[config.mk]
export PLATFORM = sky130hd
export DESIGN_NAME = sram62256_ctrl
export DESIGN_NICKNAME = d
export VERILOG_FILES = /design/src/rtl/sram62256_ctrl_pkg.sv /design/src/rtl/sram62256_ctrl_timer.sv /design/src/rtl/sram62256_ctrl.sv
export SDC_FILE = /design/constraint.sdc
export NUM_CORES = 1
export LEC_CHECK = 0
export CAP_MARGIN = 0
export CORE_MARGIN = 5
export CORE_UTILIZATION = 44
export CTS_BUF_LIST = sky130_fd_sc_hd__clkbuf_2
export DETAILED_ROUTE_END_ITERATION = 8
export HOLD_SLACK_MARGIN = 0.08
export MAX_ROUTING_LAYER = met4
export PLACE_DENSITY = 0.91
export SYNTH_ARGS = -nofsm -noshare
export SYNTH_HDL_FRONTEND = slang
export SYNTH_SLANG_ARGS = --single-unit
[constraint.sdc]
create_clock -name clk -period 2.2 [get_ports clk]
set_input_delay 0.66 -clock clk [delete_from_list [all_inputs] [get_ports clk]]
set_output_delay 0.66 -clock clk [all_outputs]
set_load 0.01 [all_outputs]
[src/rtl/sram62256_ctrl_pkg.sv]
// Shared types and constants for the 62256 SRAM controller.
package sram62256_ctrl_pkg;

    // Access sequencer states
    typedef enum logic [2:0] {
        ST_IDLE     = 3'd0,
        ST_SETUP    = 3'd1,
        ST_WR_PULSE = 3'd2,
        ST_RD_WAIT  = 3'd3,
        ST_HOLD     = 3'd4
    } state_t;

    // Smallest legal value for any *_CYCLES parameter
    localparam int MIN_CYCLES = 1;

    // Largest of the four phase lengths
    function automatic int max_cycles(input int a, input int b, input int c, input int d);
        int m;
        m = a;
        if (b > m) m = b;
        if (c > m) m = c;
        if (d > m) m = d;
        return m;
    endfunction

    // Counter width wide enough to hold (max phase length - 1) without wrapping
    function automatic int cnt_width(input int max_cyc);
        return $clog2(max_cyc) + 1;
    endfunction

endpackage

[src/rtl/sram62256_ctrl_timer.sv]
// Loadable down-counter that times each controller phase; done while the count is zero.
module sram62256_ctrl_timer #(
    parameter int CNT_W = 2
) (
    input  logic             clk,
    input  logic             nrst,
    input  logic             i_load,
    input  logic [CNT_W-1:0] i_value,
    output logic             o_done
);

    logic [CNT_W-1:0] r_cnt;

    // Load on phase entry, otherwise count down and park at zero
    always_ff @(posedge clk or negedge nrst) begin
        if (!nrst) begin
            r_cnt <= '0;
        end else if (i_load) begin
            r_cnt <= i_value;
        end else if (r_cnt != '0) begin
            r_cnt <= r_cnt - CNT_W'(1);
        end
    end

    assign o_done = (r_cnt == '0);

endmodule

[src/rtl/sram62256_ctrl.sv]
// Bus-side controller for one 62256 32Kx8 async SRAM: sequences nCS/nWE/nOE,
// address and data-bus enable for single-beat reads and writes.
module sram62256_ctrl
    import sram62256_ctrl_pkg::*;
#(
    parameter int ADDR_W       = 15,
    parameter int DATA_W       = 8,
    parameter int SETUP_CYCLES = 1,
    parameter int WE_CYCLES    = 2,
    parameter int RD_CYCLES    = 2,
    parameter int HOLD_CYCLES  = 1
) (
    input  logic              clk,
    input  logic              nrst,
    input  logic              req_valid,
    output logic              req_ready,
    input  logic              req_we,
    input  logic [ADDR_W-1:0] req_addr,
    input  logic [DATA_W-1:0] req_wdata,
    output logic              rsp_valid,
    output logic [DATA_W-1:0] rsp_rdata,
    output logic [ADDR_W-1:0] sram_addr,
    output logic [DATA_W-1:0] sram_dq_out,
    output logic              sram_dq_oe,
    input  logic [DATA_W-1:0] sram_dq_in,
    output logic              sram_ncs,
    output logic              sram_nwe,
    output logic              sram_noe
);

    if (SETUP_CYCLES < MIN_CYCLES || WE_CYCLES < MIN_CYCLES ||
        RD_CYCLES < MIN_CYCLES || HOLD_CYCLES < MIN_CYCLES) begin : g_bad_cycles
        $error("sram62256_ctrl: every *_CYCLES parameter must be >= 1");
    end

    localparam int CNT_W = cnt_width(max_cycles(SETUP_CYCLES, WE_CYCLES, RD_CYCLES, HOLD_CYCLES));
    localparam logic [CNT_W-1:0] SETUP_LD = CNT_W'(SETUP_CYCLES - 1);
    localparam logic [CNT_W-1:0] WE_LD    = CNT_W'(WE_CYCLES - 1);
    localparam logic [CNT_W-1:0] RD_LD    = CNT_W'(RD_CYCLES - 1);
    localparam logic [CNT_W-1:0] HOLD_LD  = CNT_W'(HOLD_CYCLES - 1);

    state_t            r_state;
    logic              r_we;
    logic              r_ready;
    logic              r_rsp_valid;
    logic [DATA_W-1:0] r_rdata;
    logic [ADDR_W-1:0] r_addr;
    logic [DATA_W-1:0] r_dq_out;
    logic              r_dq_oe;
    logic              r_ncs;
    logic              r_nwe;
    logic              r_noe;

    logic              w_accept;
    logic              w_tmr_load;
    logic [CNT_W-1:0]  w_tmr_value;
    logic              w_tmr_done;

    assign w_accept = req_valid && r_ready;

    // Reload the phase timer on every state entry with that phase's length minus one
    always_comb begin
        w_tmr_load  = 1'b0;
        w_tmr_value = '0;
        case (r_state)
            ST_IDLE: begin
                if (w_accept) begin
                    w_tmr_load  = 1'b1;
                    w_tmr_value = SETUP_LD;
                end
            end
            ST_SETUP: begin
                if (w_tmr_done) begin
                    w_tmr_load  = 1'b1;
                    w_tmr_value = r_we ? WE_LD : RD_LD;
                end
            end
            ST_WR_PULSE, ST_RD_WAIT: begin
                if (w_tmr_done) begin
                    w_tmr_load  = 1'b1;
                    w_tmr_value = HOLD_LD;
                end
            end
            default: ;
        endcase
    end

    sram62256_ctrl_timer #(
        .CNT_W (CNT_W)
    ) u_timer (
        .clk     (clk),
        .nrst    (nrst),
        .i_load  (w_tmr_load),
        .i_value (w_tmr_value),
        .o_done  (w_tmr_done)
    );

    // Access sequencer with registered strobes, bus enable and handshake outputs
    always_ff @(posedge clk or negedge nrst) begin
        if (!nrst) begin
            r_state     <= ST_IDLE;
            r_we        <= 1'b0;
            r_ready     <= 1'b1;
            r_rsp_valid <= 1'b0;
            r_rdata     <= '0;
            r_addr      <= '0;
            r_dq_out    <= '0;
            r_dq_oe     <= 1'b0;
            r_ncs       <= 1'b1;
            r_nwe       <= 1'b1;
            r_noe       <= 1'b1;
        end else begin
            case (r_state)
                ST_IDLE: begin
                    r_rsp_valid <= 1'b0;
                    if (w_accept) begin
                        r_we     <= req_we;
                        r_addr   <= req_addr;
                        r_dq_out <= req_wdata;
                        r_dq_oe  <= req_we;
                        r_ncs    <= 1'b0;
                        r_ready  <= 1'b0;
                        r_state  <= ST_SETUP;
                    end
                end
                ST_SETUP: begin
                    if (w_tmr_done) begin
                        if (r_we) begin
                            r_nwe   <= 1'b0;
                            r_state <= ST_WR_PULSE;
                        end else begin
                            r_noe   <= 1'b0;
                            r_state <= ST_RD_WAIT;
                        end
                    end
                end
                ST_WR_PULSE: begin
                    if (w_tmr_done) begin
                        r_ncs   <= 1'b1;
                        r_nwe   <= 1'b1;
                        r_state <= ST_HOLD;
                    end
                end
                ST_RD_WAIT: begin
                    if (w_tmr_done) begin
                        r_rdata <= sram_dq_in;
                        r_ncs   <= 1'b1;
                        r_noe   <= 1'b1;
                        r_state <= ST_HOLD;
                    end
                end
                ST_HOLD: begin
                    // dq_oe is still high here for writes, giving data hold past nWE rise
                    if (w_tmr_done) begin
                        r_dq_oe     <= 1'b0;
                        r_ready     <= 1'b1;
                        r_rsp_valid <= 1'b1;
                        r_state     <= ST_IDLE;
                    end
                end
                default: begin
                    r_state <= ST_IDLE;
                end
            endcase
        end
    end

    assign req_ready   = r_ready;
    assign rsp_valid   = r_rsp_valid;
    assign rsp_rdata   = r_rdata;
    assign sram_addr   = r_addr;
    assign sram_dq_out = r_dq_out;
    assign sram_dq_oe  = r_dq_oe;
    assign sram_ncs    = r_ncs;
    assign sram_nwe    = r_nwe;
    assign sram_noe    = r_noe;

endmodule

==> results.yml <==
run_status:
  status: "completed"
grt:
  antenna_found_initial: 0
  grt_pass1_wl_mm: 6.099
  grt_max_degree: 44
  grt_pass1_vias: 1295
  overflow: 0
  track_usage: 0.1512
power:
  p_leak_nw: 1.144
  p_per_area_nw_per_um2: 1293
  p_total_mw: 3.343
  ir_drop_mv: 0.6638
sta:
  hold_slack_ps: 290.5
  min_period_ps: 2139
  setup_viol: 0
  finalWorstSetupSlack_ps: 61.15
  worst_slew_pin_slew_ps: 518.1
  period_share: 0.9722
  setup_tns_ps: 0
  maxSlewViolCount: 0
  fmax_mhz: 467.5
  hold_viol_final: 0
  relSlewSlack: 0.6546
  skew_ps: 13.99
  rsz0062_at_grt: "no"
cts:
  htree_levels: 2
  clk_latency_ps: 390
  clkSlewWorstSetupHoldPaths_ps: 200
  cts_sinks: 43
  cts-root-buf: "clkbuf_2"
  cts.path.max_buffers: 2
  tritoncts: "built"
  cts-buffers-inserted: 5
die:
  die_x_microns: 73.97
  core_area_sq_um: 3971
  die_area_sq_um: 5472
  ios: 72
  initial_core_util: 0.4534
  num_rows: 23
  die_y_microns: 73.97
logic_synthesis:
  syn-num-nets: 160
  synthTopCellsByArea: "dfrtp_1 (54%), mux2_2 (17%), dfstp_2 (5.8%), mux2_4 (5.0%), buf_12 (2.2%)"
  ys.flop_type: "dfrtp_1"
  synth_seq_cells: 43
  netlist_top_cells_count: "dfrtp_1 (39), mux2_2 (27), inv_1 (8)"
  synth-edff-count: 0
  syn_avg_cell_area_sq_um: 14.52
  ys_types: 29
  yosysMostFrequentCell: "dfrtp_1"
  netlist_area_sq_um: 1800
  synthCells: 124
  ys_async_sr_fraction: 1.000
  yosys.area.top_type_share: 0.5420
  synth_top_area_cell: "dfrtp_1"
  yosysSeqAreaShare: 0.6004
  ys_warn_count: 0
place:
  place_ws_ps: 168.8
  hpwl_mm: 2.890
  gp_congestion: 0.7953
  dp_cells: 242
  placed_cell_area_sq_um: 2530
  port-buffer-count: 71
routing:
  ant_nets: 0
  drtIter0Drc: 36
  remaining_drc_errors: 0
  wl_per_cell_microns: 14.96
  first_pass_iters: 4
  via_per_inst: 4.785
  vias: 1201
  drt_wl_total_mm: 3.754
critical_path:
  cpMaxStageDelayCell: "dfstp_2"
  crit_path_max_incr_delay_ps: 570
  cp.required_ps: 1540
  path_cells: "clkdlybuf4s50_1"
  endpoint_kind: "output pin"
  path_buf_inv: 1
  crit_arrival_ps: 1480
  cp_top_family: "flip-flops"
  path_class: "reg -> out"
  cp-start-kind: "register"
  cp_max_fo: 2
job:
  maxCapViolations: 0
layout:
  final-seq-area_sq_um: 1081
  area_delta_synth_final_pct: 43.57
  fillers: 300
  multi_input_area_sq_um: 608.1
  finish.instance_area_sq_um: 2585
  fin_util: 0.6509
  fin_nets: 236
  drive_gt1_frac: 0.2786
  fin_cells: 251
  antenna_cells: 0
hold_path:
  hold_class: "in -> async"
[placed cells by master, fill, tap and decap left out, drive strengths merged, types with 2 or more instances in the layout]
| cell type | Yosys | final |
|---|---|---|
| a21oi | 4 | 4 |
| a31oi | 2 | 2 |
| buf | 6 | 6 |
| nand2 | 5 | 5 |
| nor2 | 2 | 2 |
| dlymetal6s2s | 0 | 2 |
| o21ai | 4 | 4 |
| dfstp | 4 | 4 |
| mux2 | 33 | 33 |
| dfrtp | 39 | 39 |
| nor3 | 2 | 2 |
| inv | 8 | 8 |
| clkdlybuf4s50 | 0 | 68 |
| clkbuf | 1 | 6 |
| nand3 | 3 | 3 |
[registers in the layout, summed over array words and instances, names as in the netlist]
name,cells
sram_nwe,1
sram_noe,1
rsp_valid,1
sram_dq_oe,1
rsp_rdata,8
req_ready,1
sram_addr,15
sram_dq_out,8
r_state,3
r_we,1
u_timer.r_cnt,2
sram_ncs,1
[cell families (layout without fill, tap and decap cells)]
family	Yosys count	after routing	share of synthesized area
flops	43	43	0.6004
mux	33	33	0.2189
compound gates	16	16	0.05699
simple gates	16	16	0.05491
buf+inv	15	92	0.06184
fa+ha+maj	1	1	0.006948
[power by group]
group          internal, mW  switching [mW]  total [mW]
registers              1.17           0.241        1.41
logic                  1.02           0.590        1.61
clock network        0.0811           0.241       0.322
total                  2.27            1.07        3.34
[layer usage]
metal  vias to the layer above  part of all wire  GRT usage
li1                        582                 -          -
met2                        29              0.55     0.2549
met5                         -                 0          -
met4                         0             0.018    0.06640
met1                       585              0.41     0.1764
met3                         5             0.029    0.02703
[area by class of cell]
type                       instances  area share
tap                               50     0.02420
clock inverter                     2    0.004840
timing repair buffer              76      0.2943
clock buffer                       6     0.01162
multi-input combinational         66      0.2352
sequential                        43      0.4182
inverter                           8     0.01162
[path summary, 6_finish.rpt]
path / slack (ps) / end / startpoint / cells after the start
setup / recovery: 60 / sram_ncs / sram_ncs / 1
hold / removal: 290 / rsp_rdata[1] / nrst / 2
setup reg to reg: 570 / sram_addr[4] / r_state[1] / 4
hold reg to reg: 490 / sram_noe / sram_noe / 2
max in group asynchronous: 1520 / sram_noe / nrst / 2
min in group clk: 490 / sram_noe / sram_noe / 2
[what timing repair did]
item                       CTS  global route
setup endpoints to repair    1             2
hold buffers                 0             0
gates resized for setup      0             2
setup buffers                1             0
No activity file was read; power rests on OpenSTA's default activity.
